<file path="src/rtl/lfsr_encrypt_ctrl.sv">
// LFSR stream encryptor: reads preamble length, tap select and seed from data memory,
// then writes 64 parity-tagged ciphertext bytes (preamble spaces followed by the message).
module lfsr_encrypt_ctrl #(
   parameter int MSG_BASE = 0,
   parameter int CFG_BASE = 61,
   parameter int OUT_BASE = 64
) (
   input  logic       Clk,
   input  logic       Reset,
   input  logic       Start,
   output logic       Ack,
   output logic [7:0] DmAddr,
   output logic       DmWrEn,
   output logic [7:0] DmWrData,
   input  logic [7:0] DmRdData,
   output logic [2:0] dbg_state
);

   typedef enum logic [2:0] {
      IDLE    = 3'd0,
      RD_PRE  = 3'd1,
      RD_TAP  = 3'd2,
      RD_INIT = 3'd3,
      RD_CHR  = 3'd4,
      WR_CHR  = 3'd5,
      DONE    = 3'd6
   } state_t;

   localparam logic [7:0] MSG_A  = 8'(MSG_BASE);
   localparam logic [7:0] PRE_A  = 8'(CFG_BASE);
   localparam logic [7:0] TAP_A  = 8'(CFG_BASE + 1);
   localparam logic [7:0] SEED_A = 8'(CFG_BASE + 2);
   localparam logic [7:0] OUT_A  = 8'(OUT_BASE);

   state_t     state;
   logic       start_q;
   logic [6:0] i;
   logic [6:0] lfsr;
   logic [4:0] pre;
   logic [6:0] taps;
   logic [6:0] p;

   logic [4:0] pre_clamp;
   logic [3:0] tap_idx;
   logic [6:0] tap_sel;
   logic [6:0] seed;
   logic       in_preamble;
   logic [6:0] msg_off;
   logic [6:0] c_low;

   always_comb begin
      pre_clamp = DmRdData[4:0];
      if (DmRdData < 8'd10)
         pre_clamp = 5'd10;
      else if (DmRdData > 8'd26)
         pre_clamp = 5'd26;
   end

   // Selector 8 is the only value above 7 that maps to its own entry.
   assign tap_idx = (DmRdData == 8'd8) ? 4'd8 : {1'b0, DmRdData[2:0]};

   always_comb begin
      tap_sel = 7'h60;
      case (tap_idx)
         4'd0:    tap_sel = 7'h60;
         4'd1:    tap_sel = 7'h48;
         4'd2:    tap_sel = 7'h78;
         4'd3:    tap_sel = 7'h72;
         4'd4:    tap_sel = 7'h6A;
         4'd5:    tap_sel = 7'h69;
         4'd6:    tap_sel = 7'h5C;
         4'd7:    tap_sel = 7'h7E;
         4'd8:    tap_sel = 7'h7B;
         default: tap_sel = 7'h60;
      endcase
   end

   assign seed        = (DmRdData[6:0] == 7'd0) ? 7'h01 : DmRdData[6:0];
   assign in_preamble = (i < {2'b00, pre});
   assign msg_off     = i - {2'b00, pre};
   assign c_low       = p ^ lfsr;
   assign dbg_state   = state;

   always_ff @(posedge Clk or negedge Reset) begin
      if (!Reset) begin
         state   <= IDLE;
         Ack     <= 1'b0;
         start_q <= 1'b0;
         i       <= '0;
         lfsr    <= '0;
         pre     <= '0;
         taps    <= '0;
         p       <= '0;
      end else begin
         start_q <= Start;
         case (state)
            IDLE: begin
               if (start_q && !Start)
                  state <= RD_PRE;
            end
            RD_PRE: begin
               pre   <= pre_clamp;
               state <= RD_TAP;
            end
            RD_TAP: begin
               taps  <= tap_sel;
               state <= RD_INIT;
            end
            RD_INIT: begin
               lfsr  <= seed;
               i     <= '0;
               state <= RD_CHR;
            end
            RD_CHR: begin
               // Plaintext MSB never reaches the ciphertext, so only 7 bits are kept.
               p     <= in_preamble ? 7'h20 : DmRdData[6:0];
               state <= WR_CHR;
            end
            WR_CHR: begin
               lfsr <= {lfsr[5:0], ^(lfsr & taps)};
               i    <= i + 7'd1;
               if (i == 7'd63) begin
                  state <= DONE;
                  Ack   <= 1'b1;
               end else begin
                  state <= RD_CHR;
               end
            end
            DONE: begin
               if (Start) begin
                  state <= IDLE;
                  Ack   <= 1'b0;
               end
            end
            default: begin
               state <= IDLE;
               Ack   <= 1'b0;
            end
         endcase
      end
   end

   // Memory-side outputs decode purely from registered state.
   always_comb begin
      DmAddr   = 8'd0;
      DmWrEn   = 1'b0;
      DmWrData = 8'd0;
      case (state)
         RD_PRE:  DmAddr = PRE_A;
         RD_TAP:  DmAddr = TAP_A;
         RD_INIT: DmAddr = SEED_A;
         RD_CHR:  DmAddr = in_preamble ? MSG_A : (MSG_A + {1'b0, msg_off});
         WR_CHR: begin
            DmAddr   = OUT_A + {1'b0, i};
            DmWrEn   = 1'b1;
            DmWrData = {^c_low, c_low};
         end
         default: DmAddr = 8'd0;
      endcase
   end

endmodule
</file>
<file path="config.mk">
export PLATFORM = sky130hd
export DESIGN_NAME = lfsr_encrypt_ctrl
export DESIGN_NICKNAME = d
export VERILOG_FILES = /design/src/rtl/lfsr_encrypt_ctrl.sv
export SDC_FILE = /design/constraint.sdc
export NUM_CORES = 1
export LEC_CHECK = 0
export CORE_MARGIN = 5
export CORE_UTILIZATION = 50
export DETAILED_ROUTE_END_ITERATION = 10
export PLACE_DENSITY_LB_ADDON = 0.25
export RECOVER_POWER = 50
export SLEW_MARGIN = 20
export SYNTH_ARGS = -nofsm -noshare
export SYNTH_HDL_FRONTEND = slang
export SYNTH_SLANG_ARGS = --single-unit
</file>
<file path="constraint.sdc">
create_clock -name Clk -period 2.4 [get_ports Clk]
set_input_delay 0.6 -clock Clk [delete_from_list [all_inputs] [get_ports Clk]]
set_output_delay 0.6 -clock Clk [all_outputs]
set_load 0.01 [all_outputs]
</file>
==> out/qor.yml, run 1 <==
synth_top_area_share_pct: 38.2
antenna_found_initial: 0
die_y_microns: 80.5
dpl_cell_area_sq_um: 3200
dp_hpwl_microns: 5120
hold_viol: 0
syn-cell-area_sq_um: 2490
clock-sinks: 38
place.port_buffers: 31
endpoint_kind: "primary output"
antenna_left: 0
drc: 0
mostFrequentLayoutCell: "buf_4"
cts_tree: "built"
wire_per_inst_microns: 16.5
async_flop_share_pct: 100
synth_cells: 285
period_needed_ns: 2.85
p_per_area_nw_per_um2: 373
criticalPathCategory: "flip-flop to primary output"
avgSynthCellArea_sq_um: 8.72
crit_top_cell: "inv_2"
start_util_pct: 51.9
slew_viol_final: 0
row_count: 25
status: "finished, violations left"
clk_pin_slew_ns: 0.08
final.setup_skew_ns: 0.00858
tns_ns: -2.94
clock_path_buffers: 2
grt_max_degree: 39
ys.flop_type: "dfrtp_1"
grt_use_total_pct: 23.5
yosysSeqAreaShare_pct: 38.2
insertedDiodeCount: 0
required_ns: 1.80
grt_pass1_vias: 2394
crit_chain: "inv_2, ha_4, inv_2, fa_2, a21o_1, a21oi_2, xnor2_1, or3_1, o22ai_2, buf_2"
ir_worst_vdd_uv: 342
fmax_ghz: 0.351
cap_violations: 0
cpPeakStageDelay_ns: 0.38
via_per_inst: 5.75
htreeDepth: 2
root_buffer: "clkbuf_8"
period_share_pct: 119
drive_above_1_share_pct: 30.1
netlist_top_cells_area: "dfrtp_1 (38%), xnor2_1 (6.7%), nand2_1 (5.7%)"
whs_ns: 0.445
drtIter0Drc: 179
overflow: 0
nets: 390
total_power_uw: 1300
fin_area_sq_um: 3500
num_vias: 2505
gp_congestion: 0.940
slew_headroom_pct: 37.3
slowest_stage: "dfrtp_1"
drtPass1Iterations: 5
fin_ws_ns: -0.447
dp_worst_setup_slack_ns: -0.553
synth_warnings: 0
synth_edf_count: 0
hold_path.class: "primary input to async pin"
synth_seq_cells: 38
p_leak_uw: 0.00164
cts_buffers: 5
clk_latency_ns: 0.29
grt_pass1_wl_microns: 11700
cp_max_fo: 2
die-area_sq_um: 6480
coreArea_sq_um: 4790
final_cell_mix: "buf_4 (54), nand2_1 (38), dfrtp_1 (36)"
fillers: 365
wl_microns: 7180
ios: 32
critPathLaunchType: "flip-flop"
cp.arrival_ns: 2.25
rsz0062_at_grt: "yes"
worst_pin_slew_ns: 0.940
syn_nets: 307
setup_violations: 13
die_width_microns: 80.5
synth_top_cell_by_area: "dfrtp_1"
yosysUniqueCellTypes: 54
area_growth_pct: 40.6
violations: "setup timing"
==> routing by layer <==
metal  GRT usage, %  wire length (microns)
met4           8.28                    144
met3           5.49                    570
met5              0                      0
met1           32.7                   3190
met2           35.5                   3270
==> metrics by stage <==
step / cells / util [%]
after floorplan: 285 / -
final: 436 / 73.0
after detailed placement: 416 / 66.8
after CTS: 433 / 72.0
after global routing: 436 / 73.0
after global placement: 416 / 66.8
==> cells in the mapped netlist, types with 3 or more instances <==
cell and count:
clkbuf_1 5, and3_1 4, nor2_1 20, o21ai_0 26, nor2b_1 4, ha_1 10, nand4_1 3, nand2_1 38
inv_1 15, o31ai_1 3, buf_2 7, o22a_1 6, a31oi_1 4, nand2b_1 3, a22o_1 3, o22ai_1 11
a21oi_1 16, xor2_1 3, dfrtp_1 38, xnor2_1 19, inv_2 3, nand3_1 4
==> logic make-up (layout without fill, tap and decap cells) <==
family,count (synthesis),after routing,synth area share [%]
adders and majority gates,11,11,5.84
xor gates and xnor gates,22,22,7.75
AOI/OAI and AO/OA,90,90,24.0
muxes,1,1,0.403
and+or+nand+nor,92,92,18.4
buffers and inverters,31,115,5.33
DFF,38,38,38.2
==> worst max-delay path: cells and delay by family, from the launching register on <==
kind	cells	cell delay [ns]
AOI/OAI and AO/OA	3	0.44
and+or+nand+nor	1	0.33
xor gates and xnor gates	1	0.08
DFF	1	0.38
buffers and inverters	3	0.26
adders and majority gates	2	0.47
==> worst paths after layout <==
kind                                    from           end  slack [ns]  cells past startpoint
worst min-delay path                   Reset       lfsr[4]        0.45                      1
min in group Clk                     taps[6]       taps[6]        0.48                      1
worst min register to register       taps[6]       taps[6]        0.48                      1
worst max register to register  dbg_state[0]       taps[3]       -0.17                      5
max in group asynchronous              Reset  dbg_state[1]        1.32                      1
worst max-delay path                    i[0]     DmAddr[4]       -0.45                     10
==> cell type report <==
| class | instances | area [sq um] | share of cell area, % |
|---|---|---|---|
| Clock buffer | 7 | 76.3 | 2.18 |
| Clock inverter | 1 | 30.0 | 0.859 |
| Multi-Input combinational cell | 216 | 1540 | 43.9 |
| Tap cell | 67 | 83.8 | 2.40 |
| Sequential cell | 38 | 953 | 27.3 |
| Timing Repair Buffer | 89 | 749 | 21.4 |
| Inverter | 18 | 67.6 | 1.93 |
==> state kept, by name, summed over array words and instances, names as in the netlist <==
register   cells
dbg_state      3
i              7
lfsr           7
start_q        1
Ack            1
pre            5
p              7
taps           7
==> power by group <==
part / total [uW] / switching [uW] / leakage [uW] / internal (uW)
logic: 124 / 64.6 / 0.00114 / 59.8
clock network: 525 / 214 / 0.0000524 / 311
registers: 653 / 5.94 / 0.000446 / 647
total: 1300 / 285 / 0.00164 / 1020
==> what timing repair did <==
item                                    in CTS  in global routing
cloned                                       0                  0
buffers inserted                             9                  4
gates resized for setup                     56                 13
hold buffers                                 0                  0
endpoints found under the setup margin      17                 15
pin swaps                                    5                  8
(Power assumes the default switching activity.)
==> run 2, diff against run 1 <==
--- a/config.mk
+++ b/config.mk
@@ -5,6 +5,7 @@
 export SDC_FILE = /design/constraint.sdc
 export NUM_CORES = 1
 export LEC_CHECK = 0
+export CORE_ASPECT_RATIO = 0.75
 export CORE_MARGIN = 5
 export CORE_UTILIZATION = 50
 export DETAILED_ROUTE_END_ITERATION = 10
==> run 2 against run 1 <==
The flow still finishes with violations (setup timing). Clock power rose by 4.8%. Final area rose by 1.6%. Critical path depth did not move.
==> out/qor.yml, run 2 (synthesis gave the netlist of run 1 again) <==
required_ns: 1.80  # about the same
final.setup_skew_ns: 0.00754  # -0.00105 ns
grt_pass1_wl_microns: 12700  # +8.6%
criticalPathCategory: "flip-flop to primary output"
p_per_area_nw_per_um2: 375  # +0.54%
cap_violations: 0  # unchanged
nets: 403  # +3.3%
clk_latency_ns: 0.30  # about the same
whs_ns: 0.493  # +0.0482 ns
crit_chain: "inv_2, ha_4, inv_2, fa_2, a21o_1, a21oi_2, xnor2_1, or3_1, o22ai_2, buf_2"
root_buffer: "clkbuf_8"
fmax_ghz: 0.350  # -0.23%
gp_congestion: 0.882  # -6.2%
ir_worst_vdd_uv: 407  # +19%
final_cell_mix: "buf_4 (63), nand2_1 (38), dfrtp_1 (36)"
cp.arrival_ns: 2.25  # about the same
slew_viol_final: 0  # unchanged
cp_top_family: "compound AO/OA/AOI/OAI gates"
drc: 0  # unchanged
row_count: 22  # -12%
period_share_pct: 119  # +0.27 points
drtPass1Iterations: 5  # unchanged
critPathLaunchType: "flip-flop"
wire_per_inst_microns: 17.5  # +6.0%
slowest_stage: "dfrtp_1"
cpPeakStageDelay_ns: 0.40  # +0.02 ns
rsz0062_at_grt: "yes"
clock_path_buffers: 2  # unchanged
cts_tree: "built"
cp_max_fo: 2  # unchanged
crit_top_cell: "inv_2"
start_util_pct: 51.3  # -0.63 points
insertedDiodeCount: 0  # unchanged
slew_headroom_pct: 14.9  # -22 points
worst_pin_slew_ns: 1.28  # +0.337 ns
clk_pin_slew_ns: 0.08  # about the same
drive_above_1_share_pct: 32.7  # +2.6 points
cts_buffers: 5  # unchanged
status: "finished, violations left"
path_buf_inv: 3  # unchanged
endpoint_kind: "primary output"
die-area_sq_um: 6500  # +0.22%
hold_path.class: "flip-flop to flip-flop"
fin_ws_ns: -0.453  # -0.00656 ns
mostFrequentLayoutCell: "buf_4"
area_growth_pct: 42.9
ios: 32  # unchanged
num_vias: 2604  # +4.0%
grt_max_degree: 23  # -41%
period_needed_ns: 2.85  # +0.00656 ns
clock-sinks: 38  # unchanged
antenna_found_initial: 0  # unchanged
violations: "setup timing"
grt_use_total_pct: 24.6  # +1.1 points
die_y_microns: 71.1  # -12%
wl_microns: 7720  # +7.5%
p_leak_uw: 0.00164  # +0.16%
grt_pass1_vias: 2572  # +7.4%
dp_worst_setup_slack_ns: -0.518  # +0.0353 ns
via_per_inst: 5.89  # +2.5%
dp_hpwl_microns: 5530  # +8.1%
htreeDepth: 2  # unchanged
coreArea_sq_um: 4840  # +1.2%
die_width_microns: 91.4  # +14%
fillers: 386  # +5.8%
antenna_left: 0  # unchanged
overflow: 0  # unchanged
drtIter0Drc: 284  # +59%
place.port_buffers: 31  # unchanged
setup_violations: 7  # -6
hold_viol: 0  # unchanged
==> run 2: cell types whose count changed in the layout (fill, tap and decap cells not counted), sizes merged <==
cell	before	now
dlymetal6s2s	7	1
clkbuf	10	13
clkinv	0	2
dlygate4sd2	0	8
buf	64	72
clkdlybuf4s50	14	12
==> run 2: worst reg2reg max path: stages (launching register included) <==
cell and delay (ns):
dfrtp_2 0.37, buf_4 0.14, buf_4 0.14, clkbuf_1 0.35
nand2b_1 0.13, clkbuf_1 0.23, nor2_1 0.18, nand2_1 0.12
a211oi_2 0.23, a22oi_1 0.11
==> run 2: final timing paths <==
path	startpoint	endpoint	slack (ns)	depth (start not counted)
min in group asynchronous	Reset	i[3]	0.56	1
worst max register to register	dbg_state[0]	pre[1]	0.27	9
worst max-delay path	i[0]	DmAddr[4]	-0.45	10
worst min-delay path	taps[6]	taps[6]	0.49	1
worst min register to register	taps[6]	taps[6]	0.49	1
max in group asynchronous	Reset	lfsr[5]	0.82	2
==> run 2: what timing repair did <==
item	CTS	global route
endpoints found under the hold margin	0	0
setup endpoints to repair	17	9
pin swaps	13	11
hold buffers	0	0
cloned	0	0
resized for setup	64	12
setup buffers	14	4
==> run 2: per-layer routing <==
| metal | wire length [microns] | global-route usage [%] | part of all wire, % | vias to the layer above |
|---|---|---|---|---|
| met1 | 3400 | 34.2 | 44 | 1251 |
| met3 | 733 | 6.70 | 9.5 | 20 |
| met4 | 155 | 6.68 | 2.0 | 0 |
| met2 | 3430 | 37.9 | 44 | 134 |
| met5 | 0 | 0 | 0 | - |
| li1 | - | - | - | 1199 |
==> run 2: report_power, final <==
group / internal (uW) / switching (uW)
clock: 306 / 244
sequential: 647 / 6.58
combinational: 60.5 / 67.0
total: 1010 / 318
==> run 2: metrics by stage <==
step | utilization [%] | total power [uW] | setup TNS, ns | std cells | cell area [sq um]
after floorplan | - | 717 | -0.00572 | 285 | 2500
after global placement | 66.4 | 793 | -2.55 | 416 | 3220
after detailed placement | 66.4 | 796 | -2.99 | 416 | 3220
after CTS | 72.0 | 1340 | -2.15 | 438 | 3490
after global routing | 73.3 | 1380 | -3.07 | 442 | 3550
final | 73.3 | 1330 | -2.32 | 442 | 3550
==> run 2: area by class of cell <==
cell class | count | area [sq um] | area share, %
Sequential cell | 38 | 953 | 26.8
Clock buffer | 5 | 68.8 | 1.94
Tap cell | 60 | 75.1 | 2.11
Inverter | 18 | 67.6 | 1.90
Multi-Input combinational cell | 216 | 1570 | 44.3
Timing Repair Buffer | 102 | 774 | 21.8
Clock inverter | 3 | 40.0 | 1.13
==> run 3, diff against run 2 <==
--- a/config.mk
+++ b/config.mk
@@ -6,7 +6,6 @@
 export NUM_CORES = 1
 export LEC_CHECK = 0
 export CORE_ASPECT_RATIO = 0.75
-export CORE_MARGIN = 5
 export CORE_UTILIZATION = 50
 export DETAILED_ROUTE_END_ITERATION = 10
 export PLACE_DENSITY_LB_ADDON = 0.25
==> run 3 against run 2 <==
The run still ends with setup timing left. Largest power group unchanged. Worst setup slack worse by 0.026 ns. Worst hold slack better by 0.0083 ns. First-iteration DRC count is 3.9% higher. Clock skew is 0.0013 ns higher. Wire length is 6.2% lower. Power is 7.1% lower. Sequential share of layout area is 0.55 points higher. Clock power is 17% lower. Critical path depth stayed put.
==> out/qor.yml, run 3 (synthesis gave the netlist of run 1 again) <==
seqPwrFrac_pct: 52.8  # +3.7 points
grt_max_degree: 25  # +8.7%
r2r_start: "dbg_state[0]"
via_per_inst: 5.86  # -0.55%
clk_latency_ns: 0.29  # about the same
worst_pin_slew_ns: 1.15  # -0.130 ns
criticalPathCategory: "flip-flop to primary output"
p_leak_uw: 0.00165  # +0.60%
antenna_found_initial: 0  # unchanged
path_buf_inv: 3  # unchanged
reg2reg_depth: 5  # -4
grt_pass1_wl_microns: 11900  # -6.3%
worst-r2r-setup-slack_ns: -0.28  # -0.55 ns
ios: 32  # unchanged
htreeDepth: 2  # unchanged
cp_max_fo: 2  # unchanged
antenna_left: 0  # unchanged
critPathLaunchType: "flip-flop"
die-area_sq_um: 5260  # -19%
wire_per_inst_microns: 16.7  # -4.2%
grt_use_total_pct: 29.0  # +4.4 points
cp.depth: 10  # unchanged
wl_microns: 7240  # -6.2%
insertedDiodeCount: 0  # unchanged
endpoint_kind: "primary output"
slowest_stage: "dfrtp_1"
cpPeakStageDelay_ns: 0.38  # -0.02 ns
overflow: 0  # unchanged
ir_worst_vdd_uv: 335  # -18%
endpoint: "DmAddr[4]"
hold_viol: 0  # unchanged
clock_path_buffers: 2  # unchanged
drc: 0  # unchanged
period_share_pct: 120  # +1.1 points
slew_viol_final: 0  # unchanged
drtIter0Drc: 295  # +3.9%
final_cell_mix: "buf_4 (59), nand2_1 (38), dfrtp_1 (36)"
finalNonFillerCells: 433  # -2.0%
drtPass1Iterations: 4  # -1
fmax_ghz: 0.347  # -0.92%
rsz0062_at_grt: "yes"
dp_hpwl_microns: 5200  # -6.0%
p_int_uw: 939  # -7.3%
fin_ws_ns: -0.480  # -0.0264 ns
status: "finished, violations left"
slew_headroom_pct: 23.6  # +8.7 points
root_buffer: "clkbuf_8"
row_count: 21  # -4.5%
nets: 397  # -1.5%
cts_tree: "built"
dp_worst_setup_slack_ns: -0.539  # -0.0213 ns
r2r-end: "taps[3]"
violations: "setup timing"
coreArea_sq_um: 4620  # -4.5%
die_y_microns: 63.1  # -11%
cp.arrival_ns: 2.28  # +0.03 ns
place.port_buffers: 31  # unchanged
placedCellCount: 406  # -2.4%
grt_pass1_vias: 2462  # -4.3%
clockPowerShare_pct: 37.1  # -4.2 points
start_util_pct: 53.8  # +2.4 points
setup_violations: 12  # +5
num_vias: 2537  # -2.6%
hold_path.class: "flip-flop to flip-flop"
min_path_cells: 2  # +1
crit_path_start: "i[0]"
area_growth_pct: 40.1
switchingPower_uw: 298  # -6.2%
clk_pin_slew_ns: 0.07  # about the same
cp_top_family: "adder cells"
crit_chain: "inv_1, ha_2, inv_2, fa_2, a21o_1, a21oi_2, xnor2_1, or3_1, o22ai_2, buf_2"
cts_buffers: 5  # unchanged
required_ns: 1.80  # about the same
mostFrequentLayoutCell: "buf_4"
final.setup_skew_ns: 0.00879  # +0.00126 ns
clock-sinks: 38  # unchanged
swShare_pct: 24.1  # +0.22 points
gp_congestion: 0.919  # +4.1%
cap_violations: 0  # unchanged
drive_above_1_share_pct: 30.6  # -2.1 points
p_per_area_nw_per_um2: 355  # -5.2%
period_needed_ns: 2.88  # +0.0264 ns
die_width_microns: 83.4  # -8.8%
p_comb_share_pct: 10.1  # +0.5 points
-- run 3: cell types whose count changed in the layout (fill, tap and decap cells not counted), moves of 2 or more --
cell / previous run / this run
o21ai_2: 4 / 2
buf_4: 63 / 59
o21ai_1: 0 / 2
dlygate4sd2_1: 8 / 0
dlymetal6s2s_1: 1 / 8
-- run 3: through the flow --
step           total power, uW  instance area, sq um  hold slack [ns]  utilization [%]  setup TNS [ns]
2_1_floorplan              717                  2500            0.304                -        -0.00572
3_3_place_gp               791                  3160            0.459             68.3           -2.54
3_5_place_dp               794                  3160            0.472             68.3           -2.84
4_1_cts                   1240                  3400            0.265             73.6           -3.39
5_1_grt                   1290                  3480            0.508             75.3           -4.81
6_report                  1240                  3480            0.502             75.3           -3.11
-- run 3: metal layers --
layer	up-vias	GRT usage (%)	wire (microns)
met5	-	0	0
met4	0	7.42	187
met3	25	7.60	625
met2	120	44.9	3270
met1	1201	40.7	3150
li1	1191	-	-
-- run 3: what timing repair did --
item	4_1_cts	5_1_grt
setup endpoints to repair	17	17
buffers inserted	13	8
hold buffers	0	0
gates resized for setup	48	21
pin swaps	15	8
-- run 3: cell type report --
| class | count | area [sq um] |
|---|---|---|
| clock buffer | 7 | 86.3 |
| clock inverter | 1 | 5.00 |
| fill | 343 | 1140 |
| inverter | 18 | 67.6 |
| multi-input combinational | 216 | 1530 |
| sequential | 38 | 953 |
| tap | 57 | 71.3 |
| timing repair buffer | 96 | 773 |
-- run 3: tightest hold or removal path, stage by stage (launching register included) --
cell	delay (ns)
dfrtp_1	0.36
nand2_1	0.05
o31ai_1	0.05
-- run 3: how the worst min path moves through the flow --
stage | startpoint | endpoint | slack [ns]
floorplan | Reset | Ack | 0.30
global placement | taps[6] | taps[6] | 0.46
detailed placement | taps[6] | taps[6] | 0.47
CTS | Reset | dbg_state[2] | 0.26
global route | taps[6] | taps[6] | 0.51
finish | p[4] | p[4] | 0.50
-- run 3: power by group through the flow --
stage          clock network (uW)  registers, uW  logic (uW)
3_3_place_gp                    0            663         128
4_1_cts                       462            653         130
3_5_place_dp                    0            663         131
6_report                      459            653         125
5_1_grt                       496            653         137
2_1_floorplan                   0            663        54.4
